### src/rtl/game_score_counter_if.sv
// Control pulses in, BCD score/time digits and round status out.
// Latency: signal bundle only, no logic.
// Backpressure: none; the counter accepts a pulse on every cycle.
interface game_score_counter_if;
    logic       start;
    logic       hit;
    logic       penalty;
    logic       clear;
    logic [3:0] scoreOnes;
    logic [3:0] scoreTens;
    logic [3:0] timeOnes;
    logic [3:0] timeTens;
    logic       playing;
    logic       gameOver;
    logic       done;

    // Stimulus side: drives the event pulses, observes the counter.
    modport master (
        output start, hit, penalty, clear,
        input  scoreOnes, scoreTens, timeOnes, timeTens, playing, gameOver, done
    );

    // Counter side.
    modport slave (
        input  start, hit, penalty, clear,
        output scoreOnes, scoreTens, timeOnes, timeTens, playing, gameOver, done
    );
endinterface

### src/rtl/game_score_counter.sv
// Round timer plus two-digit BCD score; freezes score and flags game-over at round end.
// Latency: every input pulse is reflected on the outputs one clock after the edge that samples it.
// Backpressure: none; pulses are consumed every cycle, ignored ones are simply dropped.
module game_score_counter #(
    parameter int TICK_DIV   = 50000000,
    parameter int ROUND_TENS = 3,
    parameter int ROUND_ONES = 0
) (
    input  logic                  clk,
    input  logic                  rst,
    game_score_counter_if.slave   bus
);
    // Smallest width that still holds TICK_DIV-1.
    localparam int            PW      = (TICK_DIV > 1) ? $clog2(TICK_DIV) : 1;
    localparam logic [PW-1:0] PRE_MAX = PW'(TICK_DIV - 1);
    localparam logic [3:0]    RL_TENS = 4'(ROUND_TENS);
    localparam logic [3:0]    RL_ONES = 4'(ROUND_ONES);

    typedef enum logic [1:0] {
        IDLE = 2'd0,
        PLAY = 2'd1,
        OVER = 2'd2
    } state_t;

    state_t        state;
    state_t        nextState;
    logic [PW-1:0] prescaler;
    logic [3:0]    sOnes;
    logic [3:0]    sTens;
    logic [3:0]    tOnes;
    logic [3:0]    tTens;
    logic          doneR;

    logic          tick;
    logic          finalTick;
    logic          reload;
    logic [3:0]    nsOnes;
    logic [3:0]    nsTens;

    // Round events: timer tick, last tick of the round, and a fresh-round reload.
    always_comb begin
        tick      = (state == PLAY) && (prescaler == PRE_MAX);
        finalTick = tick && (tTens == 4'd0) && (tOnes == 4'd1);
        reload    = bus.start && ((state == IDLE) || (state == OVER));
    end

    // Next BCD score from hit/penalty; simultaneous pulses cancel, both ends saturate.
    always_comb begin
        nsOnes = sOnes;
        nsTens = sTens;
        if (bus.hit && !bus.penalty) begin
            if (!((sTens == 4'd9) && (sOnes == 4'd9))) begin
                if (sOnes == 4'd9) begin
                    nsOnes = 4'd0;
                    nsTens = sTens + 4'd1;
                end else begin
                    nsOnes = sOnes + 4'd1;
                end
            end
        end else if (bus.penalty && !bus.hit) begin
            if (!((sTens == 4'd0) && (sOnes == 4'd0))) begin
                if (sOnes == 4'd0) begin
                    nsOnes = 4'd9;
                    nsTens = sTens - 4'd1;
                end else begin
                    nsOnes = sOnes - 4'd1;
                end
            end
        end
    end

    // State register.
    always_ff @(posedge clk) begin
        if (rst) begin
            state <= IDLE;
        end else begin
            state <= nextState;
        end
    end

    // Next-state: start opens a round from IDLE/OVER (start beats clear), last tick ends it.
    always_comb begin
        nextState = state;
        case (state)
            IDLE: if (bus.start) nextState = PLAY;
            PLAY: if (finalTick) nextState = OVER;
            OVER: begin
                if (bus.start) begin
                    nextState = PLAY;
                end else if (bus.clear) begin
                    nextState = IDLE;
                end
            end
            default: nextState = IDLE;
        endcase
    end

    // Score, timer, prescaler and done pulse; only PLAY lets them move, except the reload.
    always_ff @(posedge clk) begin
        if (rst) begin
            prescaler <= '0;
            sOnes     <= 4'd0;
            sTens     <= 4'd0;
            tOnes     <= 4'd0;
            tTens     <= 4'd0;
            doneR     <= 1'b0;
        end else begin
            doneR <= finalTick;
            if (reload) begin
                prescaler <= '0;
                sOnes     <= 4'd0;
                sTens     <= 4'd0;
                tOnes     <= RL_ONES;
                tTens     <= RL_TENS;
            end else if (state == PLAY) begin
                sOnes <= nsOnes;
                sTens <= nsTens;
                if (tick) begin
                    prescaler <= '0;
                    if (tOnes == 4'd0) begin
                        tOnes <= 4'd9;
                        tTens <= tTens - 4'd1;
                    end else begin
                        tOnes <= tOnes - 4'd1;
                    end
                end else begin
                    prescaler <= prescaler + 1'b1;
                end
            end
        end
    end

    // Status flags decode straight from the state register.
    always_comb begin
        bus.playing  = (state == PLAY);
        bus.gameOver = (state == OVER);
    end

    assign bus.scoreOnes = sOnes;
    assign bus.scoreTens = sTens;
    assign bus.timeOnes  = tOnes;
    assign bus.timeTens  = tTens;
    assign bus.done      = doneR;
endmodule
### src/flat_wrapper.sv
// flat-port wrapper written by rule: the top's interface ports become plain ports
module game_score_counter_flat 
#(
    parameter int TICK_DIV   = 50000000,
    parameter int ROUND_TENS = 3,
    parameter int ROUND_ONES = 0
)
  (clk, rst, bus_start, bus_hit, bus_penalty, bus_clear, bus_scoreOnes, bus_scoreTens, bus_timeOnes, bus_timeTens, bus_playing, bus_gameOver, bus_done);
  game_score_counter_if bus_i ();
  input  logic clk;
  input  logic rst;
  input wire logic [$bits(bus_i.start)-1:0] bus_start;
  input wire logic [$bits(bus_i.hit)-1:0] bus_hit;
  input wire logic [$bits(bus_i.penalty)-1:0] bus_penalty;
  input wire logic [$bits(bus_i.clear)-1:0] bus_clear;
  output wire logic [$bits(bus_i.scoreOnes)-1:0] bus_scoreOnes;
  output wire logic [$bits(bus_i.scoreTens)-1:0] bus_scoreTens;
  output wire logic [$bits(bus_i.timeOnes)-1:0] bus_timeOnes;
  output wire logic [$bits(bus_i.timeTens)-1:0] bus_timeTens;
  output wire logic [$bits(bus_i.playing)-1:0] bus_playing;
  output wire logic [$bits(bus_i.gameOver)-1:0] bus_gameOver;
  output wire logic [$bits(bus_i.done)-1:0] bus_done;
  assign bus_i.start = bus_start;
  assign bus_i.hit = bus_hit;
  assign bus_i.penalty = bus_penalty;
  assign bus_i.clear = bus_clear;
  assign bus_scoreOnes = bus_i.scoreOnes;
  assign bus_scoreTens = bus_i.scoreTens;
  assign bus_timeOnes = bus_i.timeOnes;
  assign bus_timeTens = bus_i.timeTens;
  assign bus_playing = bus_i.playing;
  assign bus_gameOver = bus_i.gameOver;
  assign bus_done = bus_i.done;
  game_score_counter #(.TICK_DIV(TICK_DIV), .ROUND_TENS(ROUND_TENS), .ROUND_ONES(ROUND_ONES)) u_core (.clk(clk), .rst(rst), .bus(bus_i));
endmodule
### config.mk
export PLATFORM = sky130hd
export DESIGN_NAME = game_score_counter_flat
export DESIGN_NICKNAME = d
export VERILOG_FILES = /design/src/rtl/game_score_counter_if.sv /design/src/rtl/game_score_counter.sv /design/src/flat_wrapper.sv
export SDC_FILE = /design/constraint.sdc
export NUM_CORES = 1
export LEC_CHECK = 0
export ABC_AREA = 1
export BUFFER_PORTS_ARGS = -buffer_cell sky130_fd_sc_hd__buf_2
export CAP_MARGIN = 40
export CORE_ASPECT_RATIO = 0.6
export CORE_UTILIZATION = 37
export CTS_CLUSTER_SIZE = 14
export DETAILED_ROUTE_END_ITERATION = 8
export SLEW_MARGIN = 40
export SYNTH_ARGS = -nofsm -noshare
export SYNTH_HDL_FRONTEND = slang
export SYNTH_SLANG_ARGS = --single-unit
### constraint.sdc
create_clock -name clk -period 2.75 [get_ports clk]
set_input_delay 0.275 -clock clk [delete_from_list [all_inputs] [get_ports clk]]
set_output_delay 0.275 -clock clk [all_outputs]
set_load 0.01 [all_outputs]
* Word level (Yosys, flattened, before mapping)
Index checks and enable logic that the tools add are counted.
** Word-level totals
- Bits in latches :: 0
- Memories kept :: 0
- RAM bits :: 0
- Bits in registers :: 45
- Logic and storage cells :: 78
- Output and inout bits :: 19
- Memory bits (read-only) :: 0
** Cells by class
- $mul :: 0
- Order comparisons :: 0
- Add/sub/neg operators :: 7
- Equality and inequality tests :: 12
- Bitwise operators :: 0
- Mux-type cells :: 23
- Div/mod/pow operators :: 0
- Reductions and logical operators :: 28
- Shift-type cells :: 0
** Operators with widths (number)
- 4-bit two-way mux :: 13
- 26-bit by 1-bit adder with 26-bit output (second input constant) :: 1
- 26-bit == test (second input constant) :: 1
- 26-bit two-way mux :: 1
- 4-bit zero test :: 4
- 2-bit two-way mux :: 8
- 4-bit by 1-bit subtractor with 4-bit output (second input constant) :: 4
- 2-bit nonzero test :: 5
- 3-bit AND reduction :: 3
- 4-bit by 1-bit adder with 4-bit output (second input constant) :: 2
- 4-bit == test (second input constant) :: 2
- 1-bit logical AND :: 8
- 2-bit inequality test (second input constant) :: 3
- 2-bit case mux with 3 select lines :: 1
- 6-bit AND reduction :: 1
- 4-bit by 1-bit == test with 1-bit output (second input constant) :: 1
- 2-bit by 1-bit inequality test with 1-bit output (second input constant) :: 2
- 4-bit AND reduction :: 1
- 3-bit inequality test (second input constant) :: 1
- 2-bit by 1-bit == test with 1-bit output (second input constant) :: 1
- 2-bit == test (second input constant) :: 1
- 1-bit zero test :: 2
- 2-bit zero test :: 1
- 2-bit AND reduction :: 1
- 2 further kinds :: 2

* Logic depth before layout (Yosys ltp)
Gate-level depths: netlist (run 1).
- Word-level depth :: 6
- Gate-level depth with buffers :: 11
- Mapped depth without buffers :: 11

* Worst setup path after synthesis (run 1)
No wires, ideal clock.
- Path type :: input to register
- From :: in bus_penalty
- To :: reg u_core.sTens[3], in the netlist u_core.bus.scoreTens[3]
- Path buffers :: 0
- Data required time :: 2.630 ns
- Stages :: 9
- Data arrival time :: 1.409 ns
- Setup time :: 0.120 ns
- Setup slack :: 1.221 ns
- Path through :: inv_1 > ha_1 > inv_2 > ha_1 > a21oi_1 > nand2_1 > xor2_1 > nand2_1 > a21oi_1
** Between the ends
- Longest elaborated chain between the ends :: 4
** Ends and longest elaborated chain
- from (decl) :: line flat_wrapper.sv:14 : input wire logic [$bits(bus_i.penalty)-1:0] bus_penalty;
- 1-bit zero test :: line game_score_counter.sv:51 : if (bus.hit && !bus.penalty) begin
- 1-bit logical AND :: line game_score_counter.sv:51
- 2-bit inequality test (no line) (tied with other cells)
- 6-bit AND reduction (no line)
- to (signal assigned) :: line game_score_counter.sv:117 : sTens <= nsTens;
- to (decl) :: line game_score_counter.sv:29 : logic [3:0] sTens;
Several ways; a longest one is shown, not always the timed one.
A chain may end at the register's enable or synchronous reset.

* Worst setup path in the final report (run 1)
- From :: reg u_core.state[1]
- To :: reg u_core.prescaler[11]
** Between the ends
- Longest elaborated chain between the ends :: 4
** Ends and longest elaborated chain
- from (decl) :: line game_score_counter.sv:25 : state_t state;
- from (signal assigned) :: line game_score_counter.sv:77 : state <= nextState;
- 2-bit == test / 2-bit zero test (equally long branches) :: line game_score_counter.sv:44 : reload = bus.start && ((state == IDLE) || (state == OVER));
- 1-bit logical OR :: line game_score_counter.sv:44
- 1-bit logical AND :: line game_score_counter.sv:44
- 2-bit OR reduction (no line)
- to (signal assigned) :: line game_score_counter.sv:127 : prescaler <= prescaler + 1'b1;
- to (decl) :: line game_score_counter.sv:27 : logic [PW-1:0] prescaler;
Several ways; a longest one is shown, not always the timed one.

==> results.md, run 1 <==
Status:
- The run finished with clean final reports.

STA:
- The max-slew violation count is 0.
- The worst hold margin is 0.2777 ns.
- The final worst-path cycle share is 70.26%.
- The transition time at the pin with the least slew margin is 0.5429 ns.
- Static timing analysis puts the maximum clock frequency at 517.6 MHz.
- The worst slew margin relative to its limit is 63.77%.
- The final hold violation count is 0.
- For the final database, setup skew stands at 0.005245 ns.
- Setup violations remaining at the end of the flow were counted as 0.
- Setup repair after global routing left no endpoint under its margin.
- The final-layout setup total negative slack is 0 ns.
- The time the final worst path needs with I/O delays and setup is 1.932 ns.

Synthesis:
- The Yosys step of the flow raised 0 warnings.
- The number of synthesized flops with an enable pin is 0.
- The post-synthesis area per instance is 6.725 µm².
- Of all cell types, the one taking the most synthesized area is dfxtp_1.
- The most common flop cell mapped by yosys is dfxtp_1.
- Summed over its instances, the top area cell type makes up 32.20% of the synthesized netlist area.
- The cell area that synthesis handed to floorplanning was 0.002798 mm².
- Yosys mapped the design onto 37 distinct sky130hd cell types.
- The number of nets in the synthesized netlist is 429.
- Sequential cells were found to cover 32.20% of the synthesized design area.
- Of all flip-flops after synthesis, the portion carrying an async set or reset was 0%.
- After synthesis the netlist holds a flip-flop and latch count of 45.
- Ranked by total cell area, the synthesized netlist is headed by dfxtp_1, nand2_1, nor2_1, inv_1, nand3_1.
- The gate count of the mapped netlist is 416.

Detailed routing:
- The routed design uses 2412 µm of met2 wire.
- The first detailed-routing pass ran for 4 iterations.
- After detailed routing, the number of vias per cell comes to 4.830.
- The number of routed nets with antenna violations is 0.
- The first routing iteration left 197 violations.
- In the final routed layout, each cell accounts on average for 12.28 µm.
- The top routing layer in use is met3.
- The total length of routed wires is 6703 µm.
- The sum of routed wire segments on met1 is 3877 µm.
- The routed layout has 2,637 vias.
- The post-detailed-route DRC marker count is 0.
- In the detailed route, the total length drawn on met3 is 414 µm.

Finish:
- The number of nets in the layout is 454.
- From synthesis to final layout, the design area changed by 12.97%.
- The post-route non-filler standard cell count is 546.
- The number of antenna cells inserted is 0.
- The share of final-layout standard cells stronger than drive strength 1 is 17.42%.

Worst hold path:
- The startpoint identified for the worst hold timing path is rst.
- Along the worst hold path, the cell count comes to 2.
- The destination of the worst hold path is u_core.bus.timeTens[0]$_SDFFE_PP0P_.
- The min-delay analysis places its worst path in the category primary input to register.

Power and ir drop:
- Overall power consumption after layout is estimated at 1439 µW.
- The highest ir drop seen on vdd is 0.0002260 V.
- The analysis attributes to cell leakage a power of 0.001276 µW.
- In this run the power density over the cells is 455.2 mW/mm².

Die:
- The floorplan has 24 rows.
- The initial utilization of the core area, before any placement, comes to 38.34%.
- The floorplan die width is 114.3 µm.
- The height of the die is 69.36 µm.
- In this run the count of I/O pins placed on the die edge is 25.
- The die outline area is 0.007925 mm².
- The core region area is 0.007297 mm².

CTS:
- The clock latency on the worst-skew pair is 0.28 ns.
- The number of cells upsized or downsized after cts is 0.
- No sink is reached through more buffers than the 2 on the longest clock path.
- The post-CTS repair timing setup buffer count is 0.
- The CTS tree is yes.
- The H-tree level count is 2.
- The tree is rooted in a clkbuf_16.
- Buffers inserted to repair hold after CTS numbered 0.
- The TritonCTS sink count is 45.
- The number of buffers inserted during clock tree synthesis is 5.
- Clock-pin slew was measured on the worst setup and hold paths at 0.06 ns.

Worst setup path:
- The arrival time of data at the critical path endpoint is 2.15 ns.
- The endpoint of the most critical register-to-register path is u_core.prescaler[11]$_SDFFE_PP0P_.
- The reg-to-reg setup timing slack is 0.82 ns.
- Measured in cells, the most critical reg-to-reg path has a length of 8.
- Along the worst path, the maximum fanout reaches 17.
- The nature of the critical path endpoint is a register.
- The setup path with the least slack is of type register to register.
- The worst reg2reg path startpoint is u_core.state[1]$_SDFFE_PP0P_.
- The required time of the worst setup path is 2.97 ns.
- STA classifies the critical path startpoint as a register.

Placement:
- Including well taps, the total number of placed cells is 538.
- The congestion estimate from routability-driven global placement came to 0.8608.
- During placement, the flow inserted port buffers numbering 24.
- Once detailed placement completed, the half-perimeter wirelength came to 5130 µm.

Run:
- The max capacitance violation total is 0.

GRT:
- The global-route total usage across every layer is 17.94%.
- The total congestion overflow after global routing is 0.
- The first-pass GRT wire length is 11,370 µm.
- The number of global-route vias before repair is 2,287.
- The maximum number of pins on one net before global-route repair is 19.
- The number of antenna violations at the first check in global routing came to 0.
cells by family (layout without fill, tap and decap cells):
group	count (synthesis)	after routing	share of synthesized area (%)
compound gates	53	53	10.69
fa+ha+maj	7	7	3.399
buf+inv	59	85	8.811
flops	45	45	32.20
xor+xnor	10	10	3.131
simple gates	242	242	41.77
sequential cells by signal (all words and copies together) (netlist names):
register	cells
u_core.prescaler	26
u_core.bus.scoreOnes	4
u_core.bus.scoreTens	4
u_core.bus.timeOnes	4
u_core.bus.timeTens	4
u_core.state	2
u_core.bus.done	1
layout by cell type, fill, tap and decap left out, types with 2 or more instances in the layout:
cell / n
xor2_1: 7
clkbuf_8: 2
o31ai_1: 2
o21ai_2: 4
o21ai_1: 4
nor2_2: 10
buf_2: 24
ha_1: 6
nand3_1: 29
nor3_1: 5
nor2_4: 8
nand2_1: 97
nand4_1: 13
inv_1: 46
nor2_1: 61
xnor2_1: 3
inv_2: 5
o21ai_0: 11
nand3_2: 4
nand2_2: 8
a21oi_1: 28
clkbuf_16: 5
dfxtp_1: 45
layer usage:
layer / global-route usage (%) / up-vias
met2: 22.90 / 78
li1: - / 1389
met5: 0 / -
met3: 2.972 / 0
met4: 2.742 / 0
met1: 30.42 / 1170
Yosys cell counts, types with 2 or more instances:
master,n
o21ai_0,11
o21ai_2,4
nand2_1,97
xnor2_1,3
nor3_1,5
nor2_1,61
nor2_2,10
xor2_1,7
a21oi_1,28
nand3_2,4
nor2_4,8
ha_1,6
buf_2,3
nand4_1,13
o31ai_1,2
inv_2,5
inv_1,46
o21ai_1,4
nand3_1,29
nand2_2,8
buf_6,2
dfxtp_1,45
where the power goes:
part	internal, µW	switching (µW)	leakage [µW]
combinational	44.5	89.0	0.000833
sequential	660	10.4	0.000363
clock	385	250	0.0000799
total	1090	349	0.00128
area by class of cell:
class	count	area, µm²
clock inverter	1	5.005
sequential	45	900.9
inverter	53	201.4
timing repair buffer	24	120.1
fill	770	4136
multi-input combinational	312	1650
tap	104	130.1
clock buffer	7	152.6
worst max path at each step:
stage / startpoint / endpoint / slack [ns] / depth (start not counted)
global placement: u_core.state[1]$_SDFFE_PP0P_ / u_core.prescaler[11]$_SDFFE_PP0P_ / 0.84 / 8
global route: u_core.state[1]$_SDFFE_PP0P_ / u_core.prescaler[17]$_SDFFE_PP0P_ / 0.53 / 8
finish: u_core.state[1]$_SDFFE_PP0P_ / u_core.prescaler[11]$_SDFFE_PP0P_ / 0.82 / 8
CTS: u_core.state[1]$_SDFFE_PP0P_ / u_core.prescaler[11]$_SDFFE_PP0P_ / 0.77 / 8
floorplan: bus_penalty / u_core.bus.scoreTens[3]$_SDFFE_PP0P_ / 1.22 / 9
detailed placement: u_core.state[1]$_SDFFE_PP0P_ / u_core.prescaler[6]$_SDFFE_PP0P_ / 0.81 / 8
critical path, cell delays in order (launching register included):
cell and delay, ns:
dfxtp_1 0.33, inv_1 0.05, nand2_1 0.38, nor2_1 0.20
nand3_1 0.16, nor2_4 0.07, nor2_4 0.37, o21ai_1 0.16
a21oi_1 0.14
per-stage QoR:
stage / utilization [%] / setup slack [ns] / cell area [µm²]
floorplan: - / 1.221 / 2798
global placement: 41.15 / 0.8422 / 3003
detailed placement: 41.15 / 0.8068 / 3003
CTS: 43.31 / 0.7666 / 3161
global route: 43.31 / 0.5297 / 3161
finish: 43.31 / 0.8179 / 3161
Note: power is estimated with default switching activity, not from simulation.
==> run 2, diff against run 1 <==
ABC_AREA = 0   (was 1)
clock period = 1.7 ns   (was 2.75 ns; I/O delays follow)
==> results.md, run 2 <==
STA:
- The final-report setup violation count is 10 (+10).
- The worst setup slack after layout is -0.5970 ns (-1.415 ns).
- The final hold violation count came to 0 (unchanged).
- The worst slew margin relative to its limit is 72.19% (+8.4 points).
- The final worst-path cycle share was 135.1% (+65 points).
- The max-slew violation count is 0 (unchanged).
- The fmax is 435.3 MHz (-16%).
- The transition time at the pin with the least slew margin was 0.4134 ns (-0.1295 ns).
- Setup repair after global routing could not meet its margin everywhere.
- The time the final worst path needs with I/O delays and setup was 2.297 ns (+0.3650 ns).
- The maximum clock skew at final layout is 0.009993 ns (+0.004748 ns).

Die:
- The die outline area is 0.006461 mm² (-18%).
- The core region area was 0.005728 mm² (-22%).
- The floorplan die width is 103.1 µm (-9.8%).
- The number of placement rows came to 21 (-13%).
- The initial standard-cell utilization of the core is 39.62% (+1.3 points).
- The height of the die is 62.67 µm (-9.6%).
- The number of ports placed on the die boundary is 25 (unchanged).

Worst setup path:
- In this run the worst setup path begins at u_core.prescaler[9]$_SDFFE_PP0P_.
- The worst setup path is captured at a register.
- The worst reg2reg path startpoint is u_core.prescaler[9]$_SDFFE_PP0P_.
- The highest net fanout along the worst path is 2 (-15).
- The endpoint of the most critical register-to-register path is u_core.bus.timeOnes[3]$_SDFFE_PP0P_.
- The cell count of the worst reg-to-reg path is 5 (-3).
- The worst setup path is launched from a register.
- The destination of the critical timing path is u_core.bus.timeOnes[3]$_SDFFE_PP0P_.
- The setup path with the least slack is of type register to register.
- The reg-to-reg setup timing slack came to -0.60 ns (-1.41 ns).
- The required time of the worst setup path is 1.95 ns (-1.02 ns).
- The arrival time of data at the critical path endpoint is 2.55 ns (+0.40 ns).

Finish:
- Relative to the synthesized area, the layout overhead comes to 40.08%.
- More flip-flops sit in one register than any other, and that register is u_core.prescaler.
- The share of final-layout standard cells stronger than drive strength 1 was 34.82% (+17 points).
- Leaving out fill and tap cells, the most frequent cell in the layout is buf_4.
- The number of nets in the layout is 371 (-18%).
- The top cell types in the final layout, fill and taps aside, are buf_4, nor2_1, dfxtp_1.
- The post-route non-filler standard cell count is 439 (-20%).
- The number of filler instances in the final layout is 548 (-29%).
- The flip-flop count of the largest register, all copies and words added is 26 (unchanged).
- The total non-filler cell area in the finished layout is 0.003179 mm² (+0.59%).
- The number of antenna cells inserted is 0 (unchanged).

Synthesis:
- The cell area after technology mapping is 0.002270 mm² (-19%).
- The post-synth net total is 285 (-34%).
- The compound-cell area share of the yosys netlist is 9.482% (-1.2 points).
- Summed over all instances, the cell type with the most area after synthesis is dfxtp_1.
- The post-synthesis async set-or-reset flop share is 0% (unchanged).
- The mux contribution to synthesized area is 0.9372% (+0.94 points).
- The fraction of the mapped netlist area in adder cells is 4.190% (+0.79 points).
- The number of synthesized flops with an enable pin is 0 (unchanged).
- The number of distinct library cell variants in the gate-level netlist after synthesis is 45 (+22%).
- The dominant combinational cell family by area after synthesis is simple AND/OR/NAND/NOR gates.
- The sequential cell area fraction in the yosys report came to 39.69% (+7.5 points).
- Yosys attributes the largest share of cell area to dfxtp_1, xor2_1, nor2_1, a21oi_1, xnor2_1.
- The most common flop cell mapped by yosys is dfxtp_1.
- The gate count of the mapped netlist is 272 (-35%).
- The synthesized-area fraction occupied by and/or/nand/nor cells was 30.43% (-11 points).
- The post-synthesis area per instance came to 8.344 µm² (+24%).
- The commonest cells after synthesis are dfxtp_1, nor2_1, nand2_1.
- The count of synthesis-stage warnings from yosys is 0 (unchanged).
- The most repeated cell in the gate-level netlist after synthesis is dfxtp_1.
- The xor and xnor area share after synthesis is 11.96% (+8.8 points).
- The number of synthesized register bits was 45 (unchanged).
- The area share of the largest cell type after synthesis is 39.69% (+7.5 points).

Detailed routing:
- The routed via count divided by cell count came to 4.877 (+0.98%).
- The sum of routed wire segments on met1 was 3245 µm (-16%).
- The detailed route wirelength on metal2 came to 2296 µm (-4.8%).
- The post-detailed-route DRC marker count came to 0 (unchanged).
- The sum of met3 wire segment lengths after detailed routing is 249 µm (-40%).
- The number of violations reported at the end of detailed-routing iteration 0 came to 87 (-56%).
- The total iterations of the first detailed-routing run came to 4 (unchanged).
- The total length of routed wires is 5864 µm (-13%).
- The number of routed nets with antenna violations is 0 (unchanged).
- The routed length per instance is 13.36 µm (+8.8%).
- The number of vias in the routed layout is 2,141 (-19%).
- In this run the top signal layer used is met4.

Status:
- The checks that failed: setup timing.
- The run finished, with violations left.

GRT:
- The global-route total usage across every layer is 19.40% (+1.5 points).
- The maximum number of pins on one net before global-route repair is 20 (+1).
- The first-pass GRT wire length is 9549 µm (-16%).
- The number of antenna violations at the first check in global routing is 0 (unchanged).
- The total congestion overflow after global routing is 0 (unchanged).
- The number of global-route vias before repair is 1,945 (-15%).

Worst hold path:
- In this run the most critical hold path is launched from rst.
- The min-delay analysis places its worst path in the category primary input to register.

Power and ir drop:
- The power per unit of standard cell area is 609.7 mW/mm² (+34%).
- The highest ir drop seen on vdd is 0.0002839 V (+26%).
- The standby leakage power is 0.001341 µW (+5.0%).

Placement:
- The number of buffer cells added on primary ports came to 24 (unchanged).
- The half-perimeter wire length after detailed placement is 4266 µm (-17%).
- The weighted congestion reported at the end of routability-driven placement is 0.7780 (-9.6%).
- The total placed cells including tap cells was 424 (-21%).
- The placed standard-cell area was 0.002920 mm² (-2.8%).

CTS:
- The cell at the root of the clock tree is clkbuf_8.
- The number of buffers inserted for hold repair after clock tree synthesis came to 0 (unchanged).
- The worst-case clock buffer depth is 2 (unchanged).
- The H-tree level count is 2 (unchanged).
- The TritonCTS sink count is 45 (unchanged).
- The clock slew seen by the registers of the worst setup and hold paths is 0.09 ns (+0.03 ns).
- The clock latency on the worst-skew pair was 0.31 ns (+0.03 ns).
- The number of buffers inserted during clock tree synthesis came to 5 (unchanged).
- TritonCTS built the clock tree.

Run:
- The max capacitance violation total is 0 (unchanged).
==> run 2: cell types whose count changed after synthesis, sizes merged, moves of 10 or more <==
cell	delta
nor2	-38
inv	-42
nand3	-22
o21ai	-10
a21oi	-10
nand2	-84
xor2	+14
==> run 2: kinds of logic (layout without fill, tap and decap cells) <==
logic type | after synthesis | in the layout
flip-flops | 45 | 45
multiplexers | 2 | 2
buffers and inverters | 18 | 105
AND/OR/NAND/NOR | 132 | 132
AO/OA/AOI/OAI | 37 | 37
adder cells (fa/ha/maj) | 7 | 7
XOR/XNOR | 31 | 31
==> run 2: power breakdown <==
| group | switching [µW] | internal (µW) |
|---|---|---|
| clock network | 400 | 292 |
| registers | 9.68 | 1060 |
| logic | 98.2 | 73.8 |
==> run 2: what timing repair did <==
item,in CTS,in global routing
pin swaps,5,11
setup buffers,2,5
gates resized for setup,13,17
endpoints found under the setup margin,12,33
==> run 2: worst min-delay path by stage <==
stage / end / depth (start not counted)
2_1_floorplan: u_core.bus.timeTens[0]$_SDFFE_PP0P_ / 1
3_3_place_gp: u_core.state[1]$_SDFFE_PP0P_ / 2
3_5_place_dp: u_core.state[1]$_SDFFE_PP0P_ / 2
4_1_cts: u_core.bus.timeTens[0]$_SDFFE_PP0P_ / 2
5_1_grt: u_core.state[1]$_SDFFE_PP0P_ / 2
6_report: u_core.state[1]$_SDFFE_PP0P_ / 2
==> run 2: cell type report <==
type	instances	area (µm²)	share of cell area (%)
multi-input combinational	209	1410	44.35
clock buffer	5	68.82	2.165
sequential	45	909.6	28.61
timing repair buffer	87	631.9	19.87
tap	80	100.1	3.148
inverter	10	37.54	1.181
clock inverter	3	21.27	0.6690
==> run 2: per-layer routing <==
layer	up-vias	track usage (%)
met3	6	4.362
met4	0	6.338
li1	1113	-
met2	31	24.92
met1	991	30.84
met5	-	0
==> run 2: stage by stage <==
stage | setup TNS (ns) | total power, µW | setup slack, ns | hold slack [ns] | util (%)
2_1_floorplan | -2.103 | 1203 | -0.5308 | 0.2391 | -
3_5_place_dp | -4.162 | 1266 | -0.5876 | 0.4375 | 50.98
3_3_place_gp | -3.604 | 1265 | -0.5498 | 0.4323 | 50.98
6_report | -3.886 | 1938 | -0.5970 | 0.1064 | 55.50
5_1_grt | -5.272 | 2034 | -0.6405 | 0.1106 | 55.50
4_1_cts | -3.987 | 1954 | -0.5956 | 0.09697 | 53.76
==> run 2: worst max-delay path: stages (launching register included) <==
cell	delay (ns)
dfxtp_2	0.34
or4_4	0.54
or3b_4	0.39
or3_4	0.34
or4b_4	0.49
a21oi_2	0.13
